[config.mk]
export PLATFORM = sky130hd
export DESIGN_NAME = peridot_phy_txd_fifo
export DESIGN_NICKNAME = d
export VERILOG_FILES = /design/src/rtl/peridot_phy_txd_fifo.sv
export SDC_FILE = /design/constraint.sdc
export NUM_CORES = 1
export LEC_CHECK = 0
export CAP_MARGIN = 0
export CORE_MARGIN = 2
export CORE_UTILIZATION = 55
export DETAILED_ROUTE_END_ITERATION = 16
export GPL_ROUTABILITY_DRIVEN = 0
export HOLD_SLACK_MARGIN = 0.05
export PLACE_DENSITY = 0.73
export SLEW_MARGIN = 20
export SYNTH_ARGS = -nofsm -noshare
export SYNTH_HDL_FRONTEND = slang
export SYNTH_SLANG_ARGS = --single-unit
[constraint.sdc]
create_clock -name clock_sig -period 4.1 [get_ports clock_sig]
set_clock_uncertainty 0.1 [all_clocks]
set_input_delay 0.82 -clock clock_sig [delete_from_list [all_inputs] [get_ports clock_sig]]
set_output_delay 0.82 -clock clock_sig [all_outputs]
set_load 0.02 [all_outputs]
[src/rtl/peridot_phy_txd_fifo.sv]
// UART transmit PHY with input FIFO and a build-time frame format (data bits, parity, stop bits).
// Define PERIDOT_TXD_CTS_EN to add the cts_n flow-control input.
module peridot_phy_txd_fifo #(
    parameter int CLOCK_FREQUENCY = 50000000,
    parameter int UART_BAUDRATE   = 115200,
    parameter int DATA_BITS       = 8,
    parameter int PARITY          = 0,
    parameter int STOP_BITS       = 1,
    parameter int FIFO_DEPTH_LOG2 = 4
) (
    input  logic                       clock_sig,
    input  logic                       reset_sig,
    output logic                       in_ready,
    input  logic                       in_valid,
    input  logic [DATA_BITS-1:0]       in_data,
    output logic [FIFO_DEPTH_LOG2:0]   fifo_level,
    output logic                       busy,
    output logic                       txd
`ifdef PERIDOT_TXD_CTS_EN
    ,
    input  logic                       cts_n
`endif
);

    localparam int DIVNUM = CLOCK_FREQUENCY / UART_BAUDRATE - 1;
    localparam int DEPTH  = 1 << FIFO_DEPTH_LOG2;
    localparam logic [15:0]              DIV_RELOAD = 16'(DIVNUM);
    localparam logic [FIFO_DEPTH_LOG2:0] FULL_LEVEL = (FIFO_DEPTH_LOG2 + 1)'(DEPTH);
    localparam logic [3:0]               DATA_LAST  = 4'(DATA_BITS - 1);
    localparam logic [3:0]               STOP_LAST  = 4'(STOP_BITS - 1);

    if (DATA_BITS < 5 || DATA_BITS > 9) begin : g_bad_data_bits
        $error("peridot_phy_txd_fifo: DATA_BITS must be 5..9");
    end
    if (PARITY < 0 || PARITY > 2) begin : g_bad_parity
        $error("peridot_phy_txd_fifo: PARITY must be 0, 1 or 2");
    end
    if (STOP_BITS < 1 || STOP_BITS > 2) begin : g_bad_stop_bits
        $error("peridot_phy_txd_fifo: STOP_BITS must be 1 or 2");
    end
    if (FIFO_DEPTH_LOG2 < 1 || FIFO_DEPTH_LOG2 > 8) begin : g_bad_depth
        $error("peridot_phy_txd_fifo: FIFO_DEPTH_LOG2 must be 1..8");
    end
    if (DIVNUM < 0 || DIVNUM > 65535) begin : g_bad_divider
        $error("peridot_phy_txd_fifo: baud divider does not fit 16 bits");
    end

    typedef enum logic [2:0] {
        ST_IDLE,
        ST_START,
        ST_DATA,
        ST_PAR,
        ST_STOP
    } state_t;

    state_t                     state_q, state_d;
    logic [15:0]                div_q, div_d;
    logic [3:0]                 bit_cnt_q, bit_cnt_d;
    logic [DATA_BITS-1:0]       shift_q, shift_d;
    logic                       par_q, par_d;
    logic                       txd_q, txd_d;

    logic [DATA_BITS-1:0]       mem_q [DEPTH];
    logic [FIFO_DEPTH_LOG2-1:0] wr_ptr_q, rd_ptr_q;
    logic [FIFO_DEPTH_LOG2:0]   count_q, count_d;
    logic [DATA_BITS-1:0]       fifo_head;

    logic push;
    logic pop;
    logic load;
    logic tick;
    logic cts_ok;
    logic start_ok;

`ifdef PERIDOT_TXD_CTS_EN
    logic cts_meta_q, cts_sync_q;

    // Both stages reset to "not clear" so no frame slips out before the line settles.
    always_ff @(posedge clock_sig or posedge reset_sig) begin
        if (reset_sig) begin
            cts_meta_q <= 1'b1;
            cts_sync_q <= 1'b1;
        end else begin
            cts_meta_q <= cts_n;
            cts_sync_q <= cts_meta_q;
        end
    end

    assign cts_ok = ~cts_sync_q;
`else
    assign cts_ok = 1'b1;
`endif

    assign in_ready   = (count_q != FULL_LEVEL);
    assign push       = in_valid & in_ready;
    assign fifo_head  = mem_q[rd_ptr_q];
    assign start_ok   = (count_q != '0) & cts_ok;
    assign tick       = (div_q == 16'd0);
    assign fifo_level = count_q;
    assign busy       = (state_q != ST_IDLE) | (count_q != '0);
    assign txd        = txd_q;

    always_ff @(posedge clock_sig) begin
        if (push) begin
            mem_q[wr_ptr_q] <= in_data;
        end
    end

    always_comb begin
        count_d = count_q;
        case ({push, pop})
            2'b10:   count_d = count_q + 1'b1;
            2'b01:   count_d = count_q - 1'b1;
            default: count_d = count_q;
        endcase
    end

    always_comb begin
        state_d   = state_q;
        div_d     = div_q;
        bit_cnt_d = bit_cnt_q;
        shift_d   = shift_q;
        par_d     = par_q;
        txd_d     = txd_q;
        load      = 1'b0;

        if (state_q != ST_IDLE) begin
            div_d = tick ? DIV_RELOAD : div_q - 16'd1;
        end

        case (state_q)
            ST_IDLE: begin
                txd_d = 1'b1;
                load  = start_ok;
            end
            ST_START: begin
                if (tick) begin
                    txd_d     = shift_q[0];
                    shift_d   = shift_q >> 1;
                    bit_cnt_d = '0;
                    state_d   = ST_DATA;
                end
            end
            ST_DATA: begin
                if (tick) begin
                    if (bit_cnt_q == DATA_LAST) begin
                        bit_cnt_d = '0;
                        if (PARITY != 0) begin
                            txd_d   = par_q;
                            state_d = ST_PAR;
                        end else begin
                            txd_d   = 1'b1;
                            state_d = ST_STOP;
                        end
                    end else begin
                        txd_d     = shift_q[0];
                        shift_d   = shift_q >> 1;
                        bit_cnt_d = bit_cnt_q + 4'd1;
                    end
                end
            end
            ST_PAR: begin
                if (tick) begin
                    txd_d     = 1'b1;
                    bit_cnt_d = '0;
                    state_d   = ST_STOP;
                end
            end
            ST_STOP: begin
                if (tick) begin
                    if (bit_cnt_q == STOP_LAST) begin
                        // Chain straight into the next start bit when more data is waiting.
                        load    = start_ok;
                        txd_d   = 1'b1;
                        state_d = ST_IDLE;
                    end else begin
                        bit_cnt_d = bit_cnt_q + 4'd1;
                    end
                end
            end
            default: begin
                txd_d   = 1'b1;
                state_d = ST_IDLE;
            end
        endcase

        if (load) begin
            txd_d     = 1'b0;
            state_d   = ST_START;
            div_d     = DIV_RELOAD;
            bit_cnt_d = '0;
            shift_d   = fifo_head;
            par_d     = (PARITY == 1) ? ~(^fifo_head) : (^fifo_head);
        end
    end

    assign pop = load;

    always_ff @(posedge clock_sig or posedge reset_sig) begin
        if (reset_sig) begin
            state_q   <= ST_IDLE;
            div_q     <= '0;
            bit_cnt_q <= '0;
            shift_q   <= '0;
            par_q     <= 1'b0;
            txd_q     <= 1'b1;
            wr_ptr_q  <= '0;
            rd_ptr_q  <= '0;
            count_q   <= '0;
        end else begin
            state_q   <= state_d;
            div_q     <= div_d;
            bit_cnt_q <= bit_cnt_d;
            shift_q   <= shift_d;
            par_q     <= par_d;
            txd_q     <= txd_d;
            count_q   <= count_d;
            if (push) begin
                wr_ptr_q <= wr_ptr_q + 1'b1;
            end
            if (pop) begin
                rd_ptr_q <= rd_ptr_q + 1'b1;
            end
        end
    end

endmodule

==> results.json, run 1 <==
{
  "number_of_max_slew_violations_in_the_final_report": 0,
  "numPlacedInstances": 656,
  "synth.top_cell.area_share": 0.514,
  "clkLatencyLatePin_ns": 0.42,
  "core_area_sq_um": 13200,
  "final.hold.worst_slack_ns": 0.430,
  "pin_count": 19,
  "initial_utilization": 0.565,
  "portion_of_the_post_synthesis_area_used_by_sequential_elements": 0.665,
  "slew-limit-headroom": 0.337,
  "syn-num-nets": 501,
  "reg2reg_setup_slack_ns": 0.39,
  "number_of_synthesized_register_bits": 173,
  "synth_area_leaders": "edfxtp_1 (51%), dfrtp_1 (15%), mux4_2 (9.9%)",
  "cts.htree.levels": 4,
  "cells_after_synthesis": 478,
  "synthMostInstantiatedCell": "edfxtp_1",
  "count_of_unique_library_cells_instantiated_by_yosys": 54,
  "clock_tree.buffer_depth": 2,
  "slowest_stage": "or4_4",
  "grt_setup_unrepaired": "false",
  "finalInstanceArea_sq_um": 8440,
  "mappedNetlistArea_sq_um": 7480,
  "placement.io_buffers": 18,
  "route.detailed.vias_per_inst": 5.99,
  "initial_antenna_violation_count": 0,
  "holdCritPathClass": "flip-flop to flip-flop",
  "detailroute.wirelength.met3_microns": 670,
  "final.fill_count": 934,
  "grt_start_max_net_pins": 46,
  "post-cts-setup-buffer-count": 0,
  "critical-path-top-delay-family": "simple AND/OR/NAND/NOR gates",
  "post_cts_hold_buffer_count": 0,
  "synthTopCellsByCount": "edfxtp_1 (128), dfrtp_1 (44), nor2_1 (37)",
  "area_growth_pct": 12.9,
  "routedWlPerCell_microns": 20.8,
  "num_antenna_cells": 0,
  "crit_path_cell_trace": "or4_4 -> or4_1 -> o31a_1 -> or2_1 -> inv_1 -> ha_1 -> xor2_1 -> ha_1 -> o21a_1 -> o22a_1 -> a21oi_1 -> mux2i_1 -> xnor2_1",
  "timing_worst_setup_path_type": "flip-flop to flip-flop",
  "clock_sinks": 173,
  "m1WireLength_microns": 6220,
  "top_layer": "met4",
  "final.min_clock_period_ns": 3.71,
  "setup-violations-final": 0,
  "worstPathBufferInverterCount": 1,
  "timing.critical_path.from_type": "flip-flop",
  "floorplan.rows": 42,
  "powerDensity_nw_per_um2": 663,
  "layout.nets": 522,
  "drtIter0Drc": 356,
  "clk_pin_slew_worst_paths_ns": 0.07,
  "fmaxAchievable_mhz": 270,
  "required_ns": 4.34,
  "timing_worst_slew_pin_value_ns": 0.995,
  "dpl_cell_area_sq_um": 7850,
  "tns_ns": 0,
  "cts.root.buffer_cell": "clkbuf_16",
  "grt_pass1_wl_microns": 23000,
  "antenna_violating_nets_post_route": 0,
  "dp.final_hpwl_microns": 9120,
  "drive_gt1_frac": 0.172,
  "worst_slack_ns": 0.394,
  "via_count_of_the_first_global_routing_pass": 4240,
  "dr_vias": 4114,
  "post-route-util": 0.637,
  "max_cap_viol_count": 0,
  "numCtsBuffers": 17,
  "cpPeakStageDelay_ns": 0.55,
  "top_flip_flop_cell_by_instance_count_after_synthesis": "edfxtp_1",
  "met2RoutedLength_microns": 7280,
  "timing.critical_path.mode_cell": "ha_1",
  "firstDrtPassIters": 5,
  "ir_worst_vdd_mv": 0.345,
  "final_cell_count_no_fill": 687,
  "chipWidth_microns": 121,
  "pre_cts_slack_ns": 0.437,
  "yosys_warnings": 0,
  "synth_area_leader_cell": "edfxtp_1",
  "async_reset_ff_frac": 0.260,
  "drt_drc_violations_left": 0,
  "cts_tree": "built",
  "grt_overflow_total": 0,
  "synthesis.area_per_instance_sq_um": 15.6,
  "hold_violations": 0,
  "cellLeakagePower_nw": 2.92,
  "synth_edf_count": 128,
  "fin_crit_sh": 0.904,
  "post_cts_resized": 0,
  "crit_arrival_ns": 3.95,
  "p_total_mw": 5.60,
  "result_of_the_run": "completed",
  "worstPathMaxFanout": 4,
  "dieHeight_microns": 121,
  "endpoint_kind": "flip-flop",
  "floorplan.die_area_sq_um": 14500,
  "grt.total_usage": 0.215,
  "wl_microns": 14300
}
-- per-layer routing --
metal | vias to the layer above | GRT usage
met5 | - | 0
met4 | 0 | 0.0683
met3 | 12 | 0.0552
met2 | 106 | 0.345
met1 | 2105 | 0.291
li1 | 1891 | -
-- cells in the final DEF, fill, tap and decap left out, types with 9 or more instances in the layout --
master and count:
edfxtp_1 128, dfrtp_1 43, nor2_1 37, mux4_2 33, nand2_1 21, xnor2_1 20, clkdlybuf4s50_1 18, clkbuf_16 17
nor3_1 15, ha_1 12, buf_4 12, nor4_1 11, nand2b_1 9, a21boi_0 9
-- final timing paths --
kind	startpoint	end	cells past startpoint
worst max-delay path	div_q[5]$_DFFE_PP0P_	fifo_level[4]$_DFFE_PP0P_	13
worst min-delay path	shift_q[3]$_DFFE_PP0P_	shift_q[2]$_DFFE_PP0P_	1
worst max register to register	div_q[5]$_DFFE_PP0P_	fifo_level[4]$_DFFE_PP0P_	13
worst min register to register	shift_q[3]$_DFFE_PP0P_	shift_q[2]$_DFFE_PP0P_	1
max in group asynchronous	reset_sig	rd_ptr_q[0]$_DFFE_PP0N_	2
min in group asynchronous	reset_sig	shift_q[2]$_DFFE_PP0P_	2
-- cell type report --
class	count	area (sq um)	area share
Clock buffer	19	433	0.0513
Timing Repair Buffer	30	270	0.0320
Inverter	9	33.8	0.00400
Tap cell	176	220	0.0261
Multi-Input combinational cell	268	2350	0.279
Sequential cell	173	4970	0.589
Clock inverter	12	160	0.0190
-- cell families after synthesis --
logic type,share of synthesized area
buffers and inverters,0.0209
AO/OA/AOI/OAI,0.0689
multiplexers,0.107
AND/OR/NAND/NOR,0.0858
adder cells (fa/ha/maj),0.0201
XOR/XNOR,0.0328
flip-flops,0.665
-- flip-flops by register name, indices dropped and copies added (netlist names) --
register,cells
mem_q,128
div_q,16
shift_q,8
fifo_level,5
bit_cnt_q,4
rd_ptr_q,4
wr_ptr_q,4
state_q,3
txd,1
-- worst reg2reg max path, cell delays in order, from the launching register on --
cell and delay (ns):
dfrtp_1 0.40, or4_4 0.55, or4_1 0.52, o31a_1 0.33
or2_1 0.25, inv_1 0.08, ha_1 0.17, xor2_1 0.08
ha_1 0.22, o21a_1 0.18, o22a_1 0.20, a21oi_1 0.19
mux2i_1 0.24, xnor2_1 0.13
-- where the power goes --
part	switching [mW]	internal, mW
clock network	0.665	0.964
registers	0.310	2.18
logic	0.734	0.748
(Power assumes the default switching activity.)
==> run 2: changes to the inputs <==
- SKIP_LAST_GASP: default -> 1
==> results of run 2 <==
Same layout as run 1: the final DEF is identical, and so are final timing and power.
